<file path="config.mk">
export PLATFORM = sky130hd
export DESIGN_NAME = seq_divider
export DESIGN_NICKNAME = d
export VERILOG_FILES = /design/src/rtl/seq_divider.sv
export SDC_FILE = /design/constraint.sdc
export NUM_CORES = 1
export LEC_CHECK = 0
export CORE_ASPECT_RATIO = 1.2
export CORE_MARGIN = 8
export CORE_UTILIZATION = 40
export CTS_CLUSTER_SIZE = 16
export DETAILED_ROUTE_END_ITERATION = 10
export HOLD_SLACK_MARGIN = 0.12
export SETUP_SLACK_MARGIN = 0.05
export SLEW_MARGIN = 0
export SYNTH_ARGS = -nofsm -noshare
export SYNTH_HDL_FRONTEND = slang
export SYNTH_SLANG_ARGS = --single-unit
</file>
<file path="constraint.sdc">
create_clock -name clk -period 21.7 [get_ports clk]
set_input_delay 5.425 -clock clk [delete_from_list [all_inputs] [get_ports clk]]
set_output_delay 5.425 -clock clk [all_outputs]
set_load 0.01 [all_outputs]
</file>
<file path="src/rtl/seq_divider.sv">
// seq_divider: iterative restoring divider, one quotient bit per clock.
// Unsigned N-bit quotient and remainder after N RUN cycles; a zero divisor
// returns all-ones / dividend with the dbz flag set, without entering RUN.
module seq_divider #(
  parameter int unsigned N = 65
) (
  input  logic         clk,
  input  logic         rst,
  input  logic         start,
  input  logic [N-1:0] a,
  input  logic [N-1:0] b,
  output logic         busy,
  output logic         done,
  output logic [N-1:0] quot,
  output logic [N-1:0] rem,
  output logic         dbz
);

  localparam int unsigned CW = $clog2(N + 1);

  typedef enum logic {
    S_IDLE = 1'b0,
    S_RUN  = 1'b1
  } state_e;

  state_e         state_q, state_d;
  logic [N-1:0]   qa_q, qa_d;       // dividend shifting out, quotient shifting in
  logic [N-1:0]   r_q, r_d;         // partial remainder; bit N lives only in t_c
  logic [N-1:0]   b_q, b_d;         // captured divisor
  logic [CW-1:0]  cnt_q, cnt_d;     // iterations left
  logic           zpend_q, zpend_d; // zero-divisor result due on the next edge
  logic           busy_q, busy_d;
  logic           done_q, done_d;
  logic [N-1:0]   quot_q, quot_d;
  logic [N-1:0]   rem_q, rem_d;
  logic           dbz_q, dbz_d;

  logic [N:0]     t_c;
  logic           ge_c;
  logic [N-1:0]   r_sub_c;
  logic [N-1:0]   r_nx_c;
  logic [N-1:0]   qa_nx_c;

  // One restoring step: shift in the next dividend bit, trial-subtract the divisor.
  always_comb begin
    t_c     = {r_q, qa_q[N-1]};
    ge_c    = (t_c >= {1'b0, b_q});
    // When t >= b the difference is below b, so the low N bits are exact.
    r_sub_c = N'(t_c[N-1:0] - b_q);
    if (ge_c) begin
      r_nx_c  = r_sub_c;
      qa_nx_c = {qa_q[N-2:0], 1'b1};
    end else begin
      r_nx_c  = t_c[N-1:0];
      qa_nx_c = {qa_q[N-2:0], 1'b0};
    end
  end

  // Next-state and registered-output logic.
  always_comb begin
    state_d = state_q;
    qa_d    = qa_q;
    r_d     = r_q;
    b_d     = b_q;
    cnt_d   = cnt_q;
    zpend_d = 1'b0;
    done_d  = 1'b0;
    quot_d  = quot_q;
    rem_d   = rem_q;
    dbz_d   = dbz_q;

    // Retire a zero-divisor request captured on the previous edge.
    if (zpend_q) begin
      quot_d = '1;
      rem_d  = qa_q;
      dbz_d  = 1'b1;
      done_d = 1'b1;
    end

    unique case (state_q)
      S_IDLE: begin
        if (start) begin
          qa_d = a;
          if (b != '0) begin
            b_d     = b;
            r_d     = '0;
            cnt_d   = CW'(N);
            state_d = S_RUN;
          end else begin
            zpend_d = 1'b1;
          end
        end
      end
      S_RUN: begin
        qa_d  = qa_nx_c;
        r_d   = r_nx_c;
        cnt_d = cnt_q - CW'(1);
        if (cnt_q == CW'(1)) begin
          quot_d  = qa_nx_c;
          rem_d   = r_nx_c;
          dbz_d   = 1'b0;
          done_d  = 1'b1;
          state_d = S_IDLE;
        end
      end
      default: state_d = S_IDLE;
    endcase

    busy_d = (state_d == S_RUN);
  end

  // State and datapath registers; reset discards any in-flight operation.
  always_ff @(posedge clk or posedge rst) begin
    if (rst) begin
      state_q <= S_IDLE;
      qa_q    <= '0;
      r_q     <= '0;
      b_q     <= '0;
      cnt_q   <= '0;
      zpend_q <= 1'b0;
      busy_q  <= 1'b0;
      done_q  <= 1'b0;
      quot_q  <= '0;
      rem_q   <= '0;
      dbz_q   <= 1'b0;
    end else begin
      state_q <= state_d;
      qa_q    <= qa_d;
      r_q     <= r_d;
      b_q     <= b_d;
      cnt_q   <= cnt_d;
      zpend_q <= zpend_d;
      busy_q  <= busy_d;
      done_q  <= done_d;
      quot_q  <= quot_d;
      rem_q   <= rem_d;
      dbz_q   <= dbz_d;
    end
  end

  assign busy = busy_q;
  assign done = done_q;
  assign quot = quot_q;
  assign rem  = rem_q;
  assign dbz  = dbz_q;

endmodule

</file>
== Word level (Yosys, flattened, before mapping) ==
Cells that the tools add are included.

* Input bits: 133
* Register bits after elaboration: 336

* Reduce and logical (&&, ||, !) cells: 3
* Bitwise logic cells: 1
* Equal/unequal tests: 3
* $add $sub $neg: 2
* $lt $le $gt $ge: 1
* Multiplexer cells: 29

{| class="wikitable"
|+ Operators by type and width
! kind !! number
|-
| 2-to-1 mux 65 bit || 10
|-
| one-hot mux 65 bit (2 select lines) || 2
|-
| >= comparator 66 x 65 -> 1 bit || 1
|-
| nonzero test 65 bit || 1
|-
| subtractor 65 bit || 1
|-
| 2-to-1 mux 7 bit || 2
|-
| one-hot mux 7 bit (2 select lines) || 1
|-
| 2-to-1 mux 1 bit || 13
|-
| equality test 7 x 1 -> 1 bit, second input constant || 1
|-
| subtractor 7 x 1 -> 7 bit, second input constant || 1
|-
| inequality test 2 bit, second input constant || 2
|-
| AND reduction 3 bit || 1
|-
| one-hot mux 1 bit (2 select lines) || 1
|-
| AND reduction 2 bit || 1
|-
| inverter 1 bit || 1
|}

== Logic depth before layout (Yosys ltp) ==
* Word-level depth: 4
* Mapped depth: 17
* Mapped depth without buffers: 14

== Worst setup path after synthesis ==
No wires, ideal clock.

* Path kind: input to register
* From: input b[20]
* To: register cnt_q[0]
* Cell stages on the path: 8
* Required time: 21.561 ns
* Setup slack: 14.354 ns
* Buffers on the path: 2
* Data arrival time: 7.207 ns
* Setup time: 0.139 ns
* Cells stage by stage: nor4_1 nand4_1 nor4_1 nand4_1 a21oi_1 clkbuf_1 clkbuf_1 mux2i_1

* Longest elaborated chain between the ends: 3

{| class="wikitable"
|+ RTL lines
! element !! line !! RTL
|-
| from (decl) || 11 || <nowiki>input logic [N-1:0] b,</nowiki>
|-
| nonzero test 65 bit || 84 || <nowiki>if (b != '0) begin</nowiki>
|-
| inequality test 2 bit (no line) || n/a ||
|-
| AND reduction 2 bit (no line) || n/a ||
|-
| to (signal assigned) || 131 || <nowiki>cnt_q <= cnt_d;</nowiki>
|-
| to (decl) || 30 || <nowiki>logic [CW-1:0] cnt_q, cnt_d;</nowiki>
|}

No other way between the ends.
A chain may end at the register's enable or synchronous reset.

== Worst setup path after layout ==
* From: input b[2]
* To: register b_q[0]

* Longest elaborated chain between the ends: 2

{| class="wikitable"
|+ RTL lines
! element !! line !! RTL
|-
| nonzero test 65 bit || 84 ||
|-
| AND reduction 3 bit (no line) || n/a ||
|-
| to (signal assigned) || 118 || <nowiki>b_q <= '0;</nowiki>
|-
| to (signal assigned) || 130 || <nowiki>b_q <= b_d;</nowiki>
|-
| to (decl) || 29 || <nowiki>logic [N-1:0] b_q, b_d;</nowiki>
|}

No other way between the ends.

==> impl_metrics.py <==
metrics = {
    "floorplan": {
        "die_area_um2": 54000,
        "fp.dieW_um": 213,
        "num_rows": 87,
        "core_area_um2": 46600,
        "initial_core_util_pct": 40.2,
        "count_of_pins_on_the_block_boundary": 266,
        "die_h_um": 253,
    },
    "setup_path": {
        "setup.worst_path.start_class": "input port",
        "rrSetupSlack_ns": 16.98,
        "reg2regPathDepth": 12,
        "critical_path_arrival_ns": 8.56,
        "worst_r2r_startpoint": "r_q[42]",
        "required_ns": 22.16,
        "timing_worst_setup_path_type": "input port to flip-flop",
        "end_kind": "flip-flop",
        "critical_path_peak_fanout": 73,
        "r2r_end": "rem[37]",
        "critical_path_launch_point": "b[2]",
        "critical_path.endpoint": "b_q[0]",
    },
    "synthesis": {
        "postSynthCellCount": 2048,
        "ys_seq_elements": 336,
        "syn-num-nets": 2249,
        "yosys.cell_types.count": 72,
        "mappedNetlistArea_um2": 18700,
        "synth_enable_flop_cells": 0,
        "synth-async-reset-ratio_pct": 100,
        "post-synth-top-area-cell": "dfrtp_1",
        "synth_top_area_share_pct": 44.9,
        "synth-warning-count": 0,
        "ys_top_cells_by_area": "dfrtp_1, nand2_1, o21ai_0",
        "synth_top_flop_cell": "dfrtp_1",
        "syn_avg_cell_area_um2": 9.14,
        "register_area_share_after_synthesis_pct": 44.9,
    },
    "global_route": {
        "grt_max_degree": 173,
        "first_global_vias": 15906,
        "grtUsageTotal_pct": 23.2,
        "grt_busiest_layer": "met2",
        "groute.layer.met1.usage_pct": 27.7,
        "grt_overflow_total": 0,
        "gr_layer_usage_met2_pct": 41.8,
        "initial_antenna_violation_count": 2,
        "grt.met3_usage_pct": 3.01,
        "grt_first_pass_wirelength_um": 96700,
    },
    "final_layout": {
        "filler_cell_count": 4494,
        "area.growth.synth_to_final_pct": 23.2,
        "final_common_cell": "nand2_1",
        "nets": 2438,
        "final_area_um2": 23100,
        "share_of_post_route_cells_with_drive_strength_above_1_pct": 6.49,
        "final_cell_mix": "nand2_1, dfrtp_1, o21ai_0",
        "final_cells": 2890,
    },
    "route": {
        "vias": 15774,
        "post_drt_via_cell_ratio": 5.46,
        "drt_pass1_iterations": 5,
        "antenna_violating_nets_left": 0,
        "drtIter0Drc": 1049,
        "drt-total-wl_um": 63800,
        "wire_per_inst_um": 22.1,
        "drt_drc_violations_left": 0,
    },
    "timing": {
        "fmax_mhz": 123,
        "max_slew.worst_pin.slew_ns": 1.09,
        "clock_skew_ns": 0.0198,
        "grt_setup_unrepaired": "no",
        "report.final.hold_viol_count": 0,
        "setup_viol": 0,
        "slew_headroom_pct": 27.5,
        "timing.hold.ws_ns": 0.497,
        "finalCriticalPeriod_ns": 8.10,
        "min_period_over_period_pct": 37.3,
        "slew_violations": 0,
        "finalSetupTns_ns": 0,
    },
    "clock_tree": {
        "cts_root_buf": "clkbuf_16",
        "clock_input_transition_at_the_sequential_cells_of_the_worst_setup_and_hold_paths_ns": 0.06,
        "cts-root-to-sink-buffers": 3,
        "tritoncts": "yes",
        "cts-buffers-inserted": 39,
        "holdBufCountCts": 0,
        "cts_htree_levels": 2,
        "number_of_buffers_inserted_to_repair_setup_after_cts": 0,
        "clock_latency_ns": 0.58,
        "post_cts_sizing_count": 0,
        "clock-sinks": 336,
    },
    "status": {
        "run_status": "complete, no violations",
    },
    "min_path": {
        "hp-class": "flip-flop to flip-flop",
    },
    "pwr": {
        "power_density_nw_per_um2": 197,
        "p_leak_nw": 10.4,
        "vdd_drop_max_uv": 128,
    },
    "placed_design": {
        "placement.io_buffers": 265,
        "dp_hpwl_um": 47300,
        "numPlacedInstances": 2819,
        "routabilityCongestion": 0.925,
        "detailed_place.area_um2": 21800,
    },
    "run": {
        "cap_viol_max_count": 0,
    },
}
worst min path at each step:
| stage | slack (ns) | from | cells past startpoint | end |
|---|---|---|---|---|
| after floorplan | 0.45 | cnt_q[1] | 2 | cnt_q[1] |
| after global placement | 0.47 | cnt_q[1] | 2 | cnt_q[1] |
| after detailed placement | 0.48 | dbz | 2 | dbz |
| after CTS | 0.50 | dbz | 2 | dbz |
| after global routing | 0.52 | quot[51] | 2 | quot[51] |
| final | 0.50 | quot[58] | 2 | quot[58] |
critical path: stages:
cell and delay [ns]:
clkdlybuf4s50_1 0.45, nor4_1 0.52, nand4_1 0.38, nor4_1 0.28, nand4_1 0.25, and3_4 0.46
buf_4 0.38, mux2_2 0.35
report_power, final:
| group | internal (mW) | leakage (nW) | switching [mW] |
|---|---|---|---|
| sequential | 0.946 | 4.14 | 0.233 |
| clock | 0.390 | 0.640 | 0.279 |
| combinational | 1.15 | 5.66 | 1.55 |
cell usage after synthesis (4+ instances only):
| cell | instances |
|---|---|
| xor2_1 | 26 |
| a31oi_1 | 8 |
| ha_1 | 67 |
| clkbuf_1 | 107 |
| mux2i_1 | 128 |
| o21ai_1 | 10 |
| nand2_1 | 388 |
| a22o_1 | 52 |
| o21bai_1 | 15 |
| a21oi_1 | 98 |
| nor2b_1 | 16 |
| o21a_1 | 15 |
| buf_1 | 4 |
| mux2_2 | 49 |
| nand2b_1 | 6 |
| inv_1 | 81 |
| a21o_1 | 37 |
| dfrtp_1 | 336 |
| nand4_1 | 33 |
| nor3_1 | 21 |
| a211oi_1 | 16 |
| buf_2 | 16 |
| or3_1 | 4 |
| nor4_1 | 22 |
| o21ai_0 | 280 |
| nand3_1 | 18 |
| nor2_1 | 66 |
| o31ai_1 | 15 |
| xnor2_1 | 37 |
| o221ai_1 | 5 |
| o211ai_1 | 8 |
| and2_1 | 6 |
per-stage QoR:
stage                     setup WS, ns  total power, mW  util (%)
after detailed placement         12.81             3.89      46.7
final                            13.60             4.55      49.5
after global routing             13.25             4.88      49.5
after CTS                        13.42             4.59      49.5
after floorplan                   6.97             2.93         -
after global placement           12.84             3.86      46.7
layer usage:
metal / up-vias / part of all wire (%)
li1: 7572 / -
met4: 0 / 4.1
met3: 106 / 3.6
met5: - / 0
met2: 357 / 52
met1: 7739 / 40
area by class of cell:
cell class / instances / area [um^2] / area share [%]
Antenna cell: 2 / 5.00 / 0.0217
Clock buffer: 51 / 1080 / 4.69
Clock inverter: 18 / 215 / 0.933
Inverter: 81 / 312 / 1.35
Multi-Input combinational cell: 1500 / 9480 / 41.1
Sequential cell: 336 / 8420 / 36.5
Tap cell: 623 / 779 / 3.38
Timing Repair Buffer: 279 / 2770 / 12.0
state kept, by name, indices dropped and copies added (netlist names):
signal	count
b_q	65
qa_q	65
quot	65
r_q	65
rem	65
cnt_q	7
busy	1
dbz	1
done	1
zpend_q	1
cell families (layout without fill, tap and decap cells):
kind of cell	Yosys count	in the layout	synth area share [%]
compound gates	588	588	19.1
xor+xnor	63	63	2.95
fa+ha+maj	68	68	4.58
buf+inv	212	429	4.54
flops	336	336	44.9
mux	179	179	9.91
other cells	0	2	0
simple gates	602	602	14.0
(Power assumes the default switching activity.)
